`src/rtl/riscv_lsu_pkg.sv`:
```
// Shared definitions for the RV32 load/store unit: funct3 codes, opcodes,
// FSM state encoding and the illegal-funct3 decode.
package riscv_lsu_pkg;

  localparam logic [2:0] F3_B  = 3'b000;
  localparam logic [2:0] F3_H  = 3'b001;
  localparam logic [2:0] F3_W  = 3'b010;
  localparam logic [2:0] F3_BU = 3'b100;
  localparam logic [2:0] F3_HU = 3'b101;

  localparam logic [6:0] OPC_LOAD  = 7'b0000011;
  localparam logic [6:0] OPC_STORE = 7'b0100011;

  localparam int XLEN = 32;

  typedef enum logic [1:0] {
    S_IDLE = 2'd0,
    S_RD   = 2'd1,
    S_WR   = 2'd2,
    S_RSP  = 2'd3
  } lsu_state_e;

  // Stores only have SB/SH/SW; loads additionally lack 3, 6 and 7.
  function automatic logic f3_illegal(input logic wen, input logic [2:0] f3);
    if (wen) return (f3 >= 3'd3);
    return (f3 == 3'd3) || (f3 == 3'd6) || (f3 == 3'd7);
  endfunction

endpackage

```
`src/rtl/riscv_lsu_align.sv`:
```
// Combinational lane logic: load extraction with sign/zero extension,
// sub-word store merge into a read word, and alignment check.
module riscv_lsu_align
  import riscv_lsu_pkg::*;
(
  input  logic [2:0]      i_funct3,
  input  logic [1:0]      i_addr,
  input  logic [XLEN-1:0] i_rdata,
  input  logic [XLEN-1:0] i_wdata,
  output logic [XLEN-1:0] o_load,
  output logic [XLEN-1:0] o_store,
  output logic            o_misalign
);

  logic [7:0]  w_byte;
  logic [15:0] w_half;

  always_comb begin
    w_byte = i_rdata[{i_addr, 3'b000} +: 8];
    w_half = i_addr[1] ? i_rdata[31:16] : i_rdata[15:0];
    case (i_funct3)
      F3_B:    o_load = {{24{w_byte[7]}}, w_byte};
      F3_H:    o_load = {{16{w_half[15]}}, w_half};
      F3_W:    o_load = i_rdata;
      F3_BU:   o_load = {24'd0, w_byte};
      F3_HU:   o_load = {16'd0, w_half};
      default: o_load = '0;
    endcase
  end

  // Only the addressed lane is replaced; the rest of the read word is kept.
  always_comb begin
    o_store = i_rdata;
    case (i_funct3[1:0])
      2'b00: o_store[{i_addr, 3'b000} +: 8] = i_wdata[7:0];
      2'b01: begin
        if (i_addr[1]) o_store[31:16] = i_wdata[15:0];
        else           o_store[15:0]  = i_wdata[15:0];
      end
      default: o_store = i_wdata;
    endcase
  end

  assign o_misalign = ((i_funct3[1:0] == 2'b01) && i_addr[0]) ||
                      ((i_funct3[1:0] == 2'b10) && (i_addr != 2'b00));

endmodule

```
`src/rtl/riscv_lsu.sv`:
```
// RV32 load/store unit: one request at a time, word accesses to data memory,
// read-modify-write for SB/SH, all memory and response outputs registered.
module riscv_lsu
  import riscv_lsu_pkg::*;
#(
  parameter int DATA_WIDTH = 32,
  parameter int ADDR_WIDTH = 15
) (
  input  logic                  clk,
  input  logic                  reset,
  input  logic                  req_valid,
  output logic                  req_ready,
  input  logic                  req_wen,
  input  logic [2:0]            req_funct3,
  input  logic [31:0]           req_addr,
  input  logic [DATA_WIDTH-1:0] req_wdata,
  output logic                  rsp_valid,
  output logic [DATA_WIDTH-1:0] rsp_rdata,
  output logic                  rsp_err,
  output logic                  mem_wen,
  output logic [ADDR_WIDTH-1:0] mem_addr,
  output logic [DATA_WIDTH-1:0] mem_wdata,
  input  logic [DATA_WIDTH-1:0] mem_rdata
);

  lsu_state_e            r_state;
  logic                  r_wen;
  logic [2:0]            r_funct3;
  logic [1:0]            r_addr_lo;
  logic [DATA_WIDTH-1:0] r_wdata;

  logic                  r_mem_wen;
  logic [ADDR_WIDTH-1:0] r_mem_addr;
  logic [DATA_WIDTH-1:0] r_mem_wdata;
  logic                  r_rsp_valid;
  logic [DATA_WIDTH-1:0] r_rsp_rdata;
  logic                  r_rsp_err;

  logic [2:0]            w_al_funct3;
  logic [1:0]            w_al_addr;
  logic [DATA_WIDTH-1:0] w_load;
  logic [DATA_WIDTH-1:0] w_store;
  logic                  w_misalign;
  logic                  w_err;
  logic                  w_unused_addr;

  // In IDLE the lane logic checks the incoming request; afterwards it works
  // on the latched fields and the word returned by memory.
  assign w_al_funct3   = (r_state == S_IDLE) ? req_funct3   : r_funct3;
  assign w_al_addr     = (r_state == S_IDLE) ? req_addr[1:0] : r_addr_lo;
  assign w_err         = f3_illegal(req_wen, req_funct3) | w_misalign;
  assign w_unused_addr = ^req_addr[31:ADDR_WIDTH+2];

  riscv_lsu_align u_align (
    .i_funct3   (w_al_funct3),
    .i_addr     (w_al_addr),
    .i_rdata    (mem_rdata),
    .i_wdata    (r_wdata),
    .o_load     (w_load),
    .o_store    (w_store),
    .o_misalign (w_misalign)
  );

  always_ff @(posedge clk or posedge reset) begin
    if (reset) begin
      r_state     <= S_IDLE;
      r_wen       <= 1'b0;
      r_funct3    <= '0;
      r_addr_lo   <= '0;
      r_wdata     <= '0;
      r_mem_wen   <= 1'b0;
      r_mem_addr  <= '0;
      r_mem_wdata <= '0;
      r_rsp_valid <= 1'b0;
      r_rsp_rdata <= '0;
      r_rsp_err   <= 1'b0;
    end else begin
      case (r_state)
        S_IDLE: begin
          if (req_valid) begin
            r_wen     <= req_wen;
            r_funct3  <= req_funct3;
            r_addr_lo <= req_addr[1:0];
            r_wdata   <= req_wdata;
            if (w_err) begin
              r_state     <= S_RSP;
              r_rsp_valid <= 1'b1;
              r_rsp_err   <= 1'b1;
              r_rsp_rdata <= '0;
            end else if (!req_wen || (req_funct3 != F3_W)) begin
              r_state    <= S_RD;
              r_mem_addr <= req_addr[ADDR_WIDTH+1:2];
            end else begin
              r_state     <= S_WR;
              r_mem_addr  <= req_addr[ADDR_WIDTH+1:2];
              r_mem_wen   <= 1'b1;
              r_mem_wdata <= req_wdata;
            end
          end
        end
        S_RD: begin
          if (!r_wen) begin
            r_state     <= S_RSP;
            r_rsp_valid <= 1'b1;
            r_rsp_err   <= 1'b0;
            r_rsp_rdata <= w_load;
          end else begin
            r_state     <= S_WR;
            r_mem_wen   <= 1'b1;
            r_mem_wdata <= w_store;
          end
        end
        S_WR: begin
          r_state     <= S_RSP;
          r_mem_wen   <= 1'b0;
          r_mem_wdata <= '0;
          r_rsp_valid <= 1'b1;
          r_rsp_err   <= 1'b0;
          r_rsp_rdata <= '0;
        end
        S_RSP: begin
          r_state     <= S_IDLE;
          r_rsp_valid <= 1'b0;
          r_rsp_err   <= 1'b0;
          r_rsp_rdata <= '0;
        end
        default: r_state <= S_IDLE;
      endcase
    end
  end

  assign req_ready = (r_state == S_IDLE) & ~reset;
  assign mem_wen   = r_mem_wen;
  assign mem_addr  = r_mem_addr;
  assign mem_wdata = r_mem_wdata;
  assign rsp_valid = r_rsp_valid;
  assign rsp_rdata = r_rsp_rdata;
  assign rsp_err   = r_rsp_err;

endmodule

```
`config.mk`:
```
export PLATFORM = sky130hd
export DESIGN_NAME = riscv_lsu
export DESIGN_NICKNAME = d
export VERILOG_FILES = /design/src/rtl/riscv_lsu_pkg.sv /design/src/rtl/riscv_lsu_align.sv /design/src/rtl/riscv_lsu.sv
export SDC_FILE = /design/constraint.sdc
export NUM_CORES = 1
export LEC_CHECK = 0
export CORE_MARGIN = 2
export CORE_UTILIZATION = 25
export CTS_CLUSTER_DIAMETER = 50
export CTS_CLUSTER_SIZE = 20
export DETAILED_ROUTE_END_ITERATION = 10
export DONT_BUFFER_PORTS = 1
export PLACE_DENSITY = 0.4
export SYNTH_ARGS = -nofsm -noshare
export SYNTH_HDL_FRONTEND = slang
export SYNTH_SLANG_ARGS = --single-unit
```
`constraint.sdc`:
```
create_clock -name clk -period 3.8 [get_ports clk]
set_input_delay 0.38 -clock clk [delete_from_list [all_inputs] [get_ports clk]]
set_output_delay 0.38 -clock clk [all_outputs]
set_load 0.1 [all_outputs]
```
# Word-level counts from Yosys, hierarchy flattened
# Cells that the tools add are included.
[op_classes]
n_bitwise = 4
reduce_logical = 17
shifts = 3
order_cmp = 1
n_eq_ne = 19
addsub = 1
mux = 36
[ops]
columns = ["op", "n"]
rows = [
  ["32-bit two-way mux", 7],
  ["32-bit case mux with 3 select lines", 2],
  ["32-bit case mux with 5 select lines", 1],
  ["32-bit case mux with 2 select lines", 1],
  ["16-bit two-way mux", 3],
  ["32-bit bitwise mux", 1],
  ["8-bit by 7-bit variable shift with 32-bit output, first input constant", 1],
  ["32-bit by 6-bit indexed part select with 8-bit output", 1],
  ["8-bit by 7-bit indexed part select with 32-bit output", 1],
  ["3-bit equality test, second input constant", 4],
  ["1-bit two-way mux", 12],
  ["2-bit != test, second input constant", 6],
  ["2-bit two-way mux", 4],
  ["2-bit case mux with 4 select lines", 1],
  ["5-bit negation with 7-bit output", 1],
  ["2-bit equality test, second input constant", 3],
  ["3-bit by 2-bit equality test with 1-bit output, second input constant", 2],
  ["1-bit case mux with 3 select lines", 2],
  ["3-bit AND reduction", 2],
  ["5-bit AND reduction", 1],
  ["2-bit by 1-bit equality test with 1-bit output, second input constant", 2],
  ["2-bit logical NOT", 2],
  ["1-bit logical OR", 4],
  ["1-bit case mux with 4 select lines", 1],
  ["other kinds (14)", 16],
]
[totals]
elab_cells = 92
output_inout_bits = 83
reg_bits = 122

# Depth between registers and ports, before layout
# Gate-level depths: netlist of the first run.
[logic_depth]
word_depth = 9
mapped_depth = 14
mapped_depth_nobuf = 10

# Hierarchy
# A second synthesis of the first run with hierarchy kept.
[hier_totals]
hier_cells = 776
hier_area_um2 = 7457.2
[modules_own_cells]
columns = ["module", "cells_per_inst", "area_per_inst_um2", "instances"]
rows = [
  ["riscv_lsu", 503, 5610.4, 1],
  ["riscv_lsu_align", 273, 1846.8, 1],
]

# Least setup slack after synthesis of the first run
# No wires, ideal clock.
[synth_timing]
kind = "register -> register"
startpoint = "reg r_state[0]"
endpoint = "reg r_mem_wdata[19] (netlist: mem_wdata[19])"
t_arrival_ns = 3.093
setup_slack_ns = 0.629
synth_period_minus_slack_ns = 3.171
setup_time_ns = 0.078
path_stages_with_launch = 14
path_cell_list = "dfrtp_1 inv_1 ha_1 buf_6 mux2_4 buf_2 buf_1 ha_1 clkbuf_1 nor3b_1 a32oi_1 o221ai_1 a22oi_1 a21oi_1"
[synth_between]
elab_chain_len = 8
elab_cells_between_ends = 27
cone_classes = "add/sub: 1; eq/ne: 8; shift: 2; mux: 7; bitwise: 1; reduce/logical: 8"
[synth_rtl]
columns = ["element", "line", "rtl"]
rows = [
  ["start: declaration", "riscv_lsu.sv:26", "lsu_state_e r_state;"],
  ["start signal: assignment", "riscv_lsu.sv:66", "r_state <= S_IDLE;"],
  ["start signal: assignment", "riscv_lsu.sv:86", "r_state <= S_RSP;"],
  ["start signal: assignment", "riscv_lsu.sv:91", "r_state <= S_RD;"],
  ["2-bit logical NOT", "riscv_lsu.sv:49, riscv_lsu.sv:50, riscv_lsu.sv:78", ""],
  ["2-bit two-way mux or 3-bit two-way mux (tied branches)", "riscv_lsu.sv:50, riscv_lsu.sv:49", ""],
  ["5-bit negation with 7-bit output (tied with other cells)", "riscv_lsu_align.sv:35", "2'b00: o_store[{i_addr, 3'b000} +: 8] = i_wdata[7:0];"],
  ["8-bit by 7-bit indexed part select with 32-bit output (tied with other cells)", "riscv_lsu_align.sv:35", ""],
  ["32-bit bitwise mux or 1-bit logical OR (tied branches)", "riscv_lsu_align.sv:35, riscv_lsu_align.sv:44", ""],
  ["32-bit case mux with 2 select lines or 1-bit OR (tied branches)", "riscv_lsu_align.sv:34, riscv_lsu.sv:51", ""],
  ["32-bit two-way mux or 2-bit != test (tied branches)", "-", ""],
  ["32-bit case mux with 3 select lines or 5-bit AND reduction (tied branches)", "-", ""],
  ["end signal: assignment", "riscv_lsu.sv:97", "r_mem_wdata <= req_wdata;"],
  ["end signal: assignment", "riscv_lsu.sv:110", "r_mem_wdata <= w_store;"],
  ["end: declaration", "riscv_lsu.sv:34", "logic [DATA_WIDTH-1:0] r_mem_wdata;"],
]
# Parallel ways exist; a longest one is shown, timed or not. The select of a mux whose other input is x is not followed.
# A chain may end at the register's enable or synchronous reset.

# Final worst setup path of the first run
[layout_timing]
startpoint = "reg r_state[0]"
endpoint = "reg r_mem_wdata[22] (netlist: mem_wdata[22])"
# The elaborated chain is that of the path after synthesis.

==> impl_metrics.toml, run 1 <==
[status]
status = "finished clean"

[place]
port_buffers = 0
place_ws_ns = 0.379
place_congestion = 0.880
place_hpwl_um = 18300

[setup_path]
timing.rr.start = "r_state[0]"
start_kind = "register"
cp.arrival_ns = 3.85
endpoint_kind = "register"
critPathKind = "reg2reg"
cp.required_ns = 4.15
crit_start = "r_state[0]"
worstPathMaxFanout = 22

[sta]
setup_slack_ns = 0.298
maxSlewViolCount = 0
fin_skew_ns = 0.0182
fin_crit_ns = 3.50
tightest_slew_ns = 1.02
final_hold_viol_count = 0
setup_viol = 0
rsz0062_at_grt = "false"
finalSetupTns_ns = 0
relSlewSlack = 0.319
finalCritPeriodShare = 0.921
fmax_mhz = 286

[synthesis]
synth_area_um2 = 6750
yosysWarnings = 0
syn_area_per_cell_um2 = 9.98
syn_nets = 787
ys.flop_type = "dfrtp_1"
synth_edf_count = 0
ys_ff_latch = 122
ys_seq_area_frac = 0.452
syn_inst = 676
yosysUniqueCellTypes = 51
synthArstFlopShare = 1.00

[routing]
wl_per_cell_um = 24.1
dr_total_vias = 5513
vias_per_cell = 5.44
drc = 0
first_pass_iters = 5
wl_um = 24500
first_iter_violations = 357
postRouteAntennaNets = 0

[clocking]
cts.path.max_buffers = 2
clock_latency_ns = 0.42
cts_buffers = 17
cts_root_buf = "clkbuf_16"
cts.sinks = 122
clkTransAtPathRegs_ns = 0.06
post_cts_resized = 0
postCtsHoldBufs = 0
cts_tree = "done"
htree_num_levels = 4
cts_setup_buffers = 0

[cells_and_area]
drive_gt1_frac = 0.180
multiInputGateArea_um2 = 3410
fillCellCount = 2811
fin_nets = 771
num_antenna_cells = 0
regArea_um2 = 3050
syn_to_final_growth_pct = 13.5

[floorplan]
die_w_um = 168
num_rows = 60
coreArea_um2 = 26700
die_y_um = 168
num_io_pins = 186
initial_utilization = 0.252
die-area_um2 = 28300

[global_route]
grt_first_pass_wirelength_um = 36100
antenna_found_initial = 0
grt_use_total = 0.173
grt-ovfl-total = 0
grt_max_degree = 80
grt_pass1_vias = 5414

[flow_run]
maxCapViolCount = 0

[min_path]
hp-class = "in2async"
[per-layer routing]
layer | vias to the layer above | part of all wire | GRT usage
li1 | 2498 | - | -
met1 | 2785 | 0.44 | 0.227
met2 | 212 | 0.47 | 0.273
met3 | 18 | 0.082 | 0.0543
met4 | 0 | 0.012 | 0.0491
met5 | - | 0 | 0
[sequential cells by signal (all words and copies together) (netlist names)]
| register | cells |
|---|---|
| mem_wen | 1 |
| r_addr_lo | 2 |
| mem_addr | 15 |
| r_wen | 1 |
| rsp_err | 1 |
| r_funct3 | 3 |
| r_wdata | 32 |
| rsp_rdata | 32 |
| rsp_valid | 1 |
| r_state | 2 |
| mem_wdata | 32 |
[cells in the final DEF, fill, tap and decap left out, types with 17 or more instances in the layout]
cell,count
a2bb2oi_1,24
a31oi_1,22
nor2_1,35
dfrtp_1,122
o21ai_0,44
clkbuf_16,17
a21oi_1,24
mux2_2,54
mux2i_1,29
nand2_1,92
[cells by family after synthesis]
logic type      after synthesis  synth area share
compound gates              212             0.218
fa+ha+maj                     8            0.0148
buf+inv                      60            0.0449
flops                       122             0.452
mux                          88             0.146
simple gates                186             0.124
[synth_stat cells (6+ instances only)]
cell	number	share of area
a211oi_1	9	0.010
a21oi_1	24	0.018
a221oi_1	8	0.010
a22oi_1	16	0.018
a2bb2oi_1	24	0.031
a31oi_1	22	0.020
a32oi_1	8	0.010
buf_2	18	0.013
buf_4	6	0.0067
clkbuf_1	20	0.011
dfrtp_1	122	0.45
ha_1	8	0.015
inv_1	7	0.0039
mux2_2	54	0.090
mux2i_1	29	0.043
nand2_1	92	0.051
nand3_1	10	0.0074
nand4_1	6	0.0056
nor2_1	35	0.019
nor2b_1	14	0.013
nor3_1	9	0.0067
o21ai_0	44	0.033
o21ai_1	12	0.0089
o221ai_1	16	0.021
o22ai_1	9	0.0083
o2bb2ai_1	7	0.0091
or3_1	10	0.0093
[final timing paths]
kind | endpoint | slack (ns) | cells past startpoint
worst max-delay path | mem_wdata[22] | 0.30 | 9
max in group asynchronous | mem_wdata[8] | 2.92 | 2
worst min-delay path | mem_addr[12] | 0.08 | 1
min in group clk | r_wdata[19] | 0.11 | 1
worst min register to register | r_addr_lo[1] | 0.51 | 1
worst max register to register | mem_wdata[22] | 0.30 | 9
[stage by stage]
stage               std cells  instance area [um2]  hold slack, ns   util
CTS                      1014                 7660          0.0816  0.287
global route             1014                 7660          0.0796  0.287
floorplan                 676                 6750           0.479      -
detailed placement        982                 7060           0.497  0.264
global placement          982                 7060           0.488  0.264
finish                   1014                 7660          0.0820  0.287
[worst max-delay path: stages, from the launching register on]
cell	delay (ns)
dfrtp_1	0.43
inv_1	0.11
ha_1	0.36
mux2_4	0.46
ha_1	0.46
nor3b_1	0.86
a32oi_1	0.22
o221ai_1	0.27
a22oi_1	0.11
a21oi_1	0.15
[cell type report]
| class | instances | area share |
|---|---|---|
| multi-input cells | 494 | 0.446 |
| flip-flops and latches | 122 | 0.399 |
| clock buffers | 23 | 0.0663 |
| well taps | 341 | 0.0557 |
| repair buffers | 16 | 0.0173 |
| clock inverters | 9 | 0.0114 |
| inverters | 9 | 0.00506 |
Power of run 1 is not shown: default switching activity piles up to over one toggle a cycle in this logic, so the estimate is an artifact.
==> run 2, diff against run 1 <==
CELL_PAD_IN_SITES_DETAIL_PLACEMENT = 0   (was unset)
CELL_PAD_IN_SITES_GLOBAL_PLACEMENT = 1   (was unset)
CTS_BUF_LIST = sky130_fd_sc_hd__clkbuf_2   (was unset)
PLACE_DENSITY = 0.48   (was 0.4)
SETUP_SLACK_MARGIN = 0.3   (was unset)
==> impl_metrics.toml, run 2 (synthesized netlist as in run 1, its figures left out) <==
[place]
port_buffers = 0
place_congestion = 0.855
place_area_um2 = 7090
place_hpwl_um = 18400

[clocking]
clkTransAtPathRegs_ns = 0.20
cts.sinks = 122
clock_latency_ns = 0.70
htree_num_levels = 4
cts_setup_buffers = 0
cts_buffers = 17
cts_root_buf = "clkbuf_2"
cts_tree = "done"
cts.path.max_buffers = 2

[setup_path]
cp.arrival_ns = 3.82
path_delay_family = "adder cells"
slowest_delay_ns = 0.47
slowest_stage = "dfrtp_1"
start_kind = "register"
endpoint_kind = "register"
path_cells = "inv_1 > ha_2 > mux2_4 > inv_4 > ha_2 > a21oi_1 > o41ai_4 > buf_12 > mux2i_1 > o21ai_0"
cp.required_ns = 4.36
worstPathMaxFanout = 65
critPathBufInv = 3
path_common_cell = "ha_2"
critPathKind = "reg2reg"
r2r_slack_ns = 0.54

[routing]
drc = 0
vias_per_cell = 5.28
dr_total_vias = 5830
first_pass_iters = 5
postRouteAntennaNets = 0
first_iter_violations = 329
wl_per_cell_um = 23.7
wl_um = 26200

[global_route]
grt-ovfl-total = 0
grt_pass1_vias = 5939
grt_first_pass_wirelength_um = 38800
grt_max_degree = 74
grt_use_total = 0.185
antenna_found_initial = 2

[sta]
tightest_slew_ns = 1.12
fmax_mhz = 307
relSlewSlack = 0.253
final_hold_viol_count = 0
finalSetupTns_ns = 0
maxSlewViolCount = 0
setup_viol = 0
rsz0062_at_grt = "false"
fin_crit_ns = 3.26
fin_skew_ns = 0.0369
finalCritPeriodShare = 0.858

[cells_and_area]
final_cell_mix = "dfrtp_1, nand2_1, dlygate4sd3_1"
syn_to_final_growth_pct = 22.1
final_common_cell = "dfrtp_1"
fillCellCount = 2789
fin_nets = 861
design_area_um2 = 8240
drive_gt1_frac = 0.165

[status]
status = "finished clean"

[floorplan]
initial_utilization = 0.252
coreArea_um2 = 26700
die_w_um = 168
num_io_pins = 186
die-area_um2 = 28300
die_y_um = 168
num_rows = 60

[min_path]
hp-class = "in2reg"

[flow_run]
maxCapViolCount = 0
-- run 2: cell count changes in the layout (fill, tap and decap cells not counted), moves of 2 or more --
cell | before | now
ha_2 | 0 | 3
bufinv_16 | 1 | 3
ha_1 | 8 | 5
clkbuf_16 | 17 | 0
dlygate4sd3_1 | 0 | 88
clkbuf_8 | 6 | 0
clkbuf_2 | 0 | 20
clkinv_1 | 0 | 2
-- run 2: final timing paths --
kind                               from             to  cells past startpoint
min in group asynchronous         reset   mem_addr[14]                      2
max reg2reg                  r_state[0]  mem_wdata[29]                     10
min                        mem_rdata[1]   mem_wdata[1]                      3
max                          r_state[0]  mem_wdata[29]                     10
max in group asynchronous         reset    r_wdata[19]                      3
min reg2reg                 r_wdata[29]    r_wdata[29]                      1
-- run 2: tightest hold or removal path, cell delays in order --
cell and delay, ns:
a211oi_1 0.17, or3_1 0.13, a31oi_1 0.07
-- run 2: per-stage QoR --
stage	hold WS [ns]	setup WS, ns	utilization	cells
after floorplan	0.479	0.629	-	676
after global routing	0.0243	0.323	0.308	1105
after CTS	0.000441	0.337	0.308	1104
after detailed placement	0.496	0.423	0.265	984
final	0.0740	0.538	0.308	1105
after global placement	0.493	0.412	0.265	984
-- run 2: final cells by class --
type / instances / area (um2) / share of cell area
Clock inverter: 12 / 149 / 0.0181
Timing Repair Buffer: 106 / 1040 / 0.126
Multi-Input combinational cell: 494 / 3430 / 0.416
Sequential cell: 122 / 3050 / 0.370
Clock buffer: 20 / 100 / 0.0121
Antenna cell: 1 / 2.50 / 0.000304
Tap cell: 341 / 427 / 0.0518
Inverter: 9 / 40.0 / 0.00486
-- run 2: timing repair --
action | 4_1_cts | 5_1_grt
endpoints found under the hold margin | 168 | 0
resized for setup | 0 | 5
hold buffers | 88 | 0
endpoints found under the setup margin | 0 | 60
-- run 2: per-layer routing --
metal | GRT usage | vias up | part of all wire
li1 | - | 2675 | -
met1 | 0.237 | 2925 | 0.43
met2 | 0.294 | 208 | 0.46
met3 | 0.0715 | 22 | 0.090
met4 | 0.0461 | 0 | 0.016
met5 | 0 | - | 0
Power of run 2 is left out for the same reason.
